`src/rtl/div_seq_ctrl.sv`:
```
// Sequential 16/8 restoring divider controller: valid/ready in, valid/ready out, one quotient bit per cycle.
// Optional quotient-overflow short path enabled by defining DIV_SEQ_OVF_CHK_EN.
module div_seq_ctrl #(
    parameter logic [7:0] DZ_Q = 8'hFF
) (
    input  logic        clk,
    input  logic        rst_n,
    input  logic        in_valid,
    output logic        in_ready,
    input  logic [15:0] n,
    input  logic [7:0]  d,
    output logic        out_valid,
    input  logic        out_ready,
    output logic [7:0]  q,
    output logic [7:0]  r,
    output logic        dz,
    output logic        ovf,
    output logic        busy
);

    typedef enum logic [1:0] {
        IDLE = 2'd0,
        CALC = 2'd1,
        DONE = 2'd2
    } state_t;

    state_t      state_reg;
    logic [7:0]  n_lo_reg;
    logic [7:0]  d_reg;
    logic [7:0]  rem_reg;
    logic [2:0]  cnt_reg;
    logic [7:0]  q_reg;
    logic [7:0]  r_reg;
    logic        dz_reg;
`ifdef DIV_SEQ_OVF_CHK_EN
    logic        ovf_reg;
`endif

    // Partial remainder only keeps 8 bits; the shifted-out MSB lives in t[8] for the compare.
    logic [8:0]  t;
    logic        take;
    logic [7:0]  diff;
    logic [7:0]  rem_next;

    assign t        = {rem_reg, n_lo_reg[cnt_reg]};
    assign take     = (t >= {1'b0, d_reg});
    assign diff     = t[7:0] - d_reg;
    assign rem_next = take ? diff : t[7:0];

    always_ff @(posedge clk or negedge rst_n) begin
        if (!rst_n) begin
            state_reg <= IDLE;
            n_lo_reg  <= 8'h00;
            d_reg     <= 8'h00;
            rem_reg   <= 8'h00;
            cnt_reg   <= 3'd0;
            q_reg     <= 8'h00;
            r_reg     <= 8'h00;
            dz_reg    <= 1'b0;
`ifdef DIV_SEQ_OVF_CHK_EN
            ovf_reg   <= 1'b0;
`endif
        end else begin
            case (state_reg)
                IDLE: begin
                    if (in_valid) begin
                        n_lo_reg <= n[7:0];
                        d_reg    <= d;
                        rem_reg  <= n[15:8];
                        cnt_reg  <= 3'd7;
                        q_reg    <= 8'h00;
                        dz_reg   <= 1'b0;
`ifdef DIV_SEQ_OVF_CHK_EN
                        ovf_reg  <= 1'b0;
`endif
                        // Divide-by-zero wins over the overflow check.
                        if (d == 8'h00) begin
                            q_reg     <= DZ_Q;
                            r_reg     <= n[7:0];
                            dz_reg    <= 1'b1;
                            state_reg <= DONE;
                        end
`ifdef DIV_SEQ_OVF_CHK_EN
                        else if (n[15:8] >= d) begin
                            q_reg     <= 8'hFF;
                            r_reg     <= 8'hFF;
                            ovf_reg   <= 1'b1;
                            state_reg <= DONE;
                        end
`endif
                        else begin
                            state_reg <= CALC;
                        end
                    end
                end
                CALC: begin
                    rem_reg        <= rem_next;
                    q_reg[cnt_reg] <= take;
                    if (cnt_reg == 3'd0) begin
                        r_reg     <= rem_next;
                        state_reg <= DONE;
                    end else begin
                        cnt_reg <= cnt_reg - 3'd1;
                    end
                end
                DONE: begin
                    if (out_ready) begin
                        state_reg <= IDLE;
                    end
                end
                default: state_reg <= IDLE;
            endcase
        end
    end

    assign in_ready  = (state_reg == IDLE);
    assign out_valid = (state_reg == DONE);
    assign busy      = (state_reg == CALC);
    assign q         = q_reg;
    assign r         = r_reg;
    assign dz        = dz_reg;
`ifdef DIV_SEQ_OVF_CHK_EN
    assign ovf       = ovf_reg;
`else
    assign ovf       = 1'b0;
`endif

endmodule

```
`config.mk`:
```
export PLATFORM = sky130hd
export DESIGN_NAME = div_seq_ctrl
export DESIGN_NICKNAME = d
export VERILOG_FILES = /design/src/rtl/div_seq_ctrl.sv
export SDC_FILE = /design/constraint.sdc
export NUM_CORES = 1
export LEC_CHECK = 0
export ABC_CLOCK_PERIOD_IN_PS = 4800
export CELL_PAD_IN_SITES_DETAIL_PLACEMENT = 1
export CELL_PAD_IN_SITES_GLOBAL_PLACEMENT = 2
export CORE_MARGIN = 2
export CORE_UTILIZATION = 35
export CTS_BUF_LIST = sky130_fd_sc_hd__clkbuf_8
export CTS_CLUSTER_SIZE = 12
export DETAILED_ROUTE_END_ITERATION = 16
export HOLD_SLACK_MARGIN = 0.06
export PLACE_DENSITY = 0.9
export SLEW_MARGIN = 20
export SYNTH_ARGS = -nofsm -noshare
export SYNTH_HDL_FRONTEND = slang
export SYNTH_SLANG_ARGS = --single-unit
```
`constraint.sdc`:
```
create_clock -name clk -period 4.8 [get_ports clk]
set_input_delay 0.48 -clock clk [delete_from_list [all_inputs] [get_ports clk]]
set_output_delay 0.48 -clock clk [all_outputs]
set_load 0.1 [all_outputs]
```
==> results of run 1 <==
-- logic make-up (layout without fill, tap and decap cells) --
kind of cell | count (synthesis) | in the layout | share of synthesized area
simple gates | 141 | 141 | 0.254
other cells | 1 | 1 | 0.00135
xor+xnor | 2 | 2 | 0.00629
buf+inv | 32 | 72 | 0.0534
flops | 46 | 46 | 0.413
compound gates | 90 | 90 | 0.204
fa+ha+maj | 12 | 12 | 0.0566
mux | 3 | 3 | 0.0117
-- layout make-up --
type	instances	area, um^2	share of cell area
sequential	46	1150	0.339
multi-input combinational	249	1490	0.439
timing repair buffer	48	475	0.140
tap	102	128	0.0376
clock buffer	6	82.6	0.0243
clock inverter	2	8.76	0.00258
inverter	16	60.1	0.0177
-- through the flow --
step	hold slack, ns	std cells	util	cell area, um^2
2_1_floorplan	0.184	327	-	2790
3_3_place_gp	0.465	461	0.428	3300
3_5_place_dp	0.465	461	0.428	3300
4_1_cts	0.417	469	0.439	3400
5_1_grt	0.220	469	0.440	3400
6_report	0.188	469	0.440	3400
-- worst register-to-register path, delay by kind of cell, from the launching register on --
kind,cells,cell delay [ns]
AOI/OAI and AO/OA,6,1.67
adders and majority gates,1,0.20
buffers and inverters,1,0.12
DFF,1,0.62
muxes,1,0.40
and+or+nand+nor,1,0.08
-- per-layer routing --
layer  vias to the layer above  track usage  share of wire
met3                         8       0.0218          0.028
met4                         0       0.0600          0.011
met1                      1282        0.283           0.48
met5                         -            0              0
li1                       1236            -              -
met2                        39        0.346           0.48
-- cell usage in the layout, fill, tap and decap left out, types with 3 or more instances in the layout --
cell | netlist | routed
nand2_1 | 62 | 62
dfrtp_1 | 46 | 46
clkdlybuf4s50_1 | 0 | 46
a21oi_1 | 28 | 28
o21ai_0 | 20 | 20
inv_1 | 15 | 16
nor2_1 | 15 | 15
nand3_1 | 13 | 13
ha_1 | 11 | 11
and3_1 | 10 | 10
o31ai_1 | 8 | 8
nor3_1 | 7 | 7
o211ai_1 | 6 | 6
clkbuf_8 | 0 | 6
nand2b_1 | 5 | 5
nor2b_1 | 5 | 5
nand4_1 | 5 | 5
a31oi_1 | 4 | 4
nor4_1 | 3 | 3
o21ai_1 | 3 | 3
a211oi_1 | 3 | 3
-- final timing paths --
kind                                                 to  cells after the start
worst max-delay path                               busy                      3
worst min-delay path             cnt_reg[1]$_DFFE_PN0P_                      1
worst max register to register         r[5]$_DFFE_PN0P_                     10
worst min register to register  n_lo_reg[4]$_DFFE_PN0P_                      2
max in group asynchronous          d_reg[5]$_DFFE_PN0P_                      1
min in group clk                n_lo_reg[4]$_DFFE_PN0P_                      2
==> flow_summary_export.csv, run 1 <==
group,metric,value,unit
worst_hold_path,hold_path_class,"input pin to async pin",
synthesis,syn_area,0.00279,mm^2
sta,setup_tns,0,ns
synthesis,synthTopCellsByCount,"nand2_1, dfrtp_1, a21oi_1",
sta,rsz0062_at_grt,"no",
sta,fin_ws,1.39,ns
grt,grt_usage,0.207,
floorplanning,die-area,0.00869,mm^2
worst_setup_path,cpPeakStageDelay,1.21,ns
sta,fin_crit_sh,0.711,
worst_setup_path,cp_slowest_cell,"clkdlybuf4s50_1",
placed_design,pre_cts_ws,1.67,ns
floorplanning,coreArea,0.00773,mm^2
outcome,outcome,"completed",
clock_tree,root_buffer,"clkbuf_8",
sta,tightest_slew,0.981,ns
worst_setup_path,crit_path_end_kind,"output pin",
synthesis,synth_edf_count,0,
layout,drive_gt1_frac,0.0681,
synthesis,synth_most_common_cell,"nand2_1",
clock_tree,htreeDepth,2,
floorplanning,fp.dieW,93.2,um
grt,grt_pass1_vias,2763,
layout,syn2layout_area_growth,22.0,%
floorplanning,rows,32,
clock_tree,clkSinkCount,46,
worst_setup_path,worstPathMaxFanout,23,
synthesis,netlist.top_cell.by_area,"dfrtp_1",
synthesis,ys_warn_count,0,
clock_tree,ctsHoldBuffers,0,
detailed_routing,via_count,2565,
clock_tree,clk_path_buf_depth,2,
synthesis,synth_ff_type,"dfrtp_1",
synthesis,synthDistinctLibCells,55,
layout,antenna_cells,0,
floorplanning,ios,49,
worst_setup_path,r2r_slack,1.64,ns
placed_design,hpwl,6080,um
sta,min_period,3.41,ns
clock_tree,cts_resized,0,
synthesis,synth_top_area_frac,0.413,
run,drv_cap,0,
worst_setup_path,crit_required,4.32,ns
detailed_routing,drt-initial-drc-count,100,
worst_setup_path,crit_type,"register to output pin",
synthesis,synth_cells,327,
floorplanning,start_util,0.361,
synthesis,synth_fp_nets,367,
grt,grt_pass1_wl,14200,um
sta,drv_slew,0,
layout,fin_nets,406,
worst_setup_path,crit_start,"state_reg[1]$_DFFE_PN0P_",
synthesis,synth_area_leaders,"dfrtp_1, nand2_1, a21oi_1",
synthesis,synth_area_per_cell,8.52,um^2
detailed_routing,drt-pass1-iter-count,4,
detailed_routing,ant_nets,0,
sta,fin_skew,0.0115,ns
synthesis,async_flop_share,1.00,
worst_setup_path,path_delay_family,"buffers and inverters",
sta,setup_viol,0,
detailed_routing,vias_per_cell,5.47,
clock_tree,cts_tree,"yes",
worst_setup_path,critical_path_buf_inv_count,2,
grt,antenna_found_initial,0,
sta,hold_viol,0,
detailed_routing,wl,8220,um
clock_tree,clkLatencyLatePin,0.31,ns
sta,max_freq,293,MHz
detailed_routing,drc,0,
worst_setup_path,path_cells,"nand2b_1 > inv_2 > clkdlybuf4s50_1",
clock_tree,cts_inserted_buffers,5,
worst_setup_path,worstSetupStartpointType,"register",
synthesis,seq_area_frac_synth,0.413,
placed_design,io_buffers,47,
sta,relSlewSlack,0.344,
placed_design,finalWeightedCongestion,0.850,
synthesis,ys_ff_latch,46,
worst_setup_path,r2r_start,"cnt_reg[2]$_DFFE_PN0P_",
clock_tree,postCtsSetupRepairBufs,0,
worst_setup_path,arrival,2.93,ns
clock_tree,clkTransAtPathRegs,0.09,ns
detailed_routing,wl_per_cell,17.5,um
grt,gr-total-overflow,0,
grt,grt_max_degree,47,
floorplanning,die_y,93.2,um
layout,nFillCells,916,
Power of run 1 is not shown: default switching activity piles up to over one toggle a cycle in this logic, so the estimate is an artifact.
==> inputs of run 2 (changes only) <==
- ABC_CLOCK_PERIOD_IN_PS: 4800 -> 2900
- CORE_UTILIZATION: 35 -> 29
- PLACE_DENSITY: 0.9 -> 0.8
- clock period: 4.8 -> 2.9 ns (I/O delays scaled with it)
==> run 2 against run 1 <==
Against the previous run: register-to-register slack got worse by 1.5 ns; final area is 4.2% higher; first-iteration DRC count rose by 3.0%; critical path depth increased by 8; clock skew fell by 0.0067 ns; core utilization down 5.9 points; sequential cell count unchanged.
==> flow_summary_export.csv, run 2 (synthesis results as in run 1) <==
group,metric,value,unit
outcome,outcome,"completed",
grt,grt_usage,0.180,
floorplanning,start_util,0.300,
sta,rsz0062_at_grt,"yes",
grt,grt_pass1_wl,14500,um
worst_setup_path,crit_path_end_kind,"register",
placed_design,finalWeightedCongestion,0.860,
floorplanning,ios,49,
clock_tree,htreeDepth,2,
detailed_routing,wl,8830,um
worst_setup_path,r2r-end,"rem_reg[6]$_DFFE_PN0P_",
layout,fin_nets,422,
detailed_routing,drt-pass1-iter-count,4,
placed_design,hpwl,6620,um
clock_tree,clkLatencyLatePin,0.31,ns
sta,fin_skew,0.00480,ns
worst_setup_path,reg2regPathDepth,11,
detailed_routing,wl_per_cell,17.2,um
grt,grt_max_degree,47,
worst_setup_path,crit_start,"cnt_reg[2]$_DFFE_PN0P_",
floorplanning,coreArea,0.00928,mm^2
run,drv_cap,0,
clock_tree,clkTransAtPathRegs,0.10,ns
worst_setup_path,path_cells,"mux2_2 > a221oi_1 > o22ai_1 > inv_1 > ha_2 > fa_2 > nand2b_4 > a2111o_1 > o311ai_0 > o21ai_1 > o211ai_1",
layout,antenna_cells,0,
layout,final_common_cell,"nand2_1",
worst_setup_path,cp-endpoint,"rem_reg[6]$_DFFE_PN0P_",
layout,syn2layout_area_growth,27.0,%
worst_setup_path,r2r_slack,0.14,ns
floorplanning,die-area,0.0104,mm^2
layout,nFillCells,1133,
worst_setup_path,arrival,2.99,ns
detailed_routing,drt-initial-drc-count,103,
placed_design,io_buffers,47,
sta,max_freq,362,MHz
worst_setup_path,worstSetupStartpointType,"register",
sta,relSlewSlack,0.597,
worst_setup_path,r2r_start,"cnt_reg[2]$_DFFE_PN0P_",
clock_tree,clkSinkCount,46,
worst_hold_path,hold_path_class,"register to register",
floorplanning,die_y,102,um
worst_setup_path,cp_slowest_cell,"dfrtp_2",
floorplanning,fp.dieW,102,um
clock_tree,cts_tree,"yes",
clock_tree,cts_inserted_buffers,5,
detailed_routing,ant_nets,0,
sta,hold_viol,0,
detailed_routing,vias_per_cell,5.14,
grt,gr-total-overflow,0,
clock_tree,root_buffer,"clkbuf_8",
detailed_routing,via_count,2632,
worst_setup_path,worstPathMaxFanout,7,
placed_design,placed_area,0.00339,mm^2
clock_tree,clk_path_buf_depth,2,
sta,drv_slew,0,
grt,antenna_found_initial,0,
detailed_routing,drc,0,
layout,stdcell_area,0.00354,mm^2
grt,grt_pass1_vias,2766,
worst_setup_path,cpPeakStageDelay,0.46,ns
worst_setup_path,crit_required,3.13,ns
sta,setup_viol,0,
sta,fin_crit_sh,0.952,
sta,tightest_slew,0.599,ns
layout,layout_common_cells,"nand2_1, dfrtp_1, buf_4, a21oi_1, clkdlybuf4s50_1",
layout,drive_gt1_frac,0.172,
floorplanning,rows,35,
sta,min_period,2.76,ns
worst_setup_path,crit_type,"register to register",
## run 2: cell types whose count changed in the layout (fill, tap and decap cells not counted), sizes merged
| cell | previous run | this run |
|---|---|---|
| dlygate4sd3 | 0 | 1 |
| inv | 17 | 16 |
| clkinv | 1 | 2 |
| buf | 2 | 37 |
| clkdlybuf4s50 | 46 | 26 |
| clkbuf | 6 | 5 |
| clkinvlp | 0 | 1 |
## run 2: worst min-delay path by stage
stage	startpoint	endpoint	slack (ns)	cells after the start
after CTS	rst_n	n_lo_reg[4]$_DFFE_PN0P_	0.22	1
after global placement	n_lo_reg[2]$_DFFE_PN0P_	n_lo_reg[2]$_DFFE_PN0P_	0.47	2
after global routing	n_lo_reg[4]$_DFFE_PN0P_	n_lo_reg[4]$_DFFE_PN0P_	0.54	2
after detailed placement	dz$_DFFE_PN0P_	dz$_DFFE_PN0P_	0.47	2
final	dz$_DFFE_PN0P_	dz$_DFFE_PN0P_	0.49	2
after floorplan	rst_n	cnt_reg[0]$_DFFE_PN0P_	-0.006	0
## run 2: through the flow
| stage | utilization | setup TNS [ns] | instances | setup slack, ns | hold WS [ns] |
|---|---|---|---|---|---|
| after global placement | 0.365 | 0 | 501 | 0.126 | 0.467 |
| after CTS | 0.375 | 0 | 510 | 0.0174 | 0.218 |
| after floorplan | - | 0 | 327 | 0.114 | -0.00559 |
| final | 0.381 | 0 | 512 | 0.140 | 0.487 |
| after detailed placement | 0.365 | -0.0302 | 501 | -0.0181 | 0.472 |
| after global routing | 0.381 | -0.0180 | 512 | -0.0180 | 0.538 |
## run 2: area by class of cell
| type | count | area [um^2] | share of cell area |
|---|---|---|---|
| Clock inverter | 3 | 21.3 | 0.00601 |
| Inverter | 16 | 60.1 | 0.0170 |
| Clock buffer | 5 | 68.8 | 0.0194 |
| Sequential cell | 46 | 1150 | 0.326 |
| Tap cell | 129 | 161 | 0.0456 |
| Multi-Input combinational cell | 249 | 1530 | 0.432 |
| Timing Repair Buffer | 64 | 548 | 0.155 |
## run 2: metal layers
metal,track usage,part of all wire,vias up
met5,0,0,-
met2,0.310,0.50,45
met3,0.0294,0.033,7
met1,0.241,0.46,1308
met4,0.0318,0.0071,0
li1,-,-,1272
## run 2: critical path, delay by kind of cell (launching register included)
family                     cells  cell delay [ns]
AOI/OAI and AO/OA              6             1.18
adders and majority gates      2             0.53
buffers and inverters          1             0.11
DFF                            1             0.46
muxes                          1             0.24
and+or+nand+nor                1             0.16
## run 2: timing repair
item	CTS	global route
endpoints found under the setup margin	2	4
endpoints found under the hold margin	0	46
resized for setup	2	7
pin swaps	1	3
setup buffers	1	1
hold buffers	0	1
Power of run 2 is left out for the same reason.
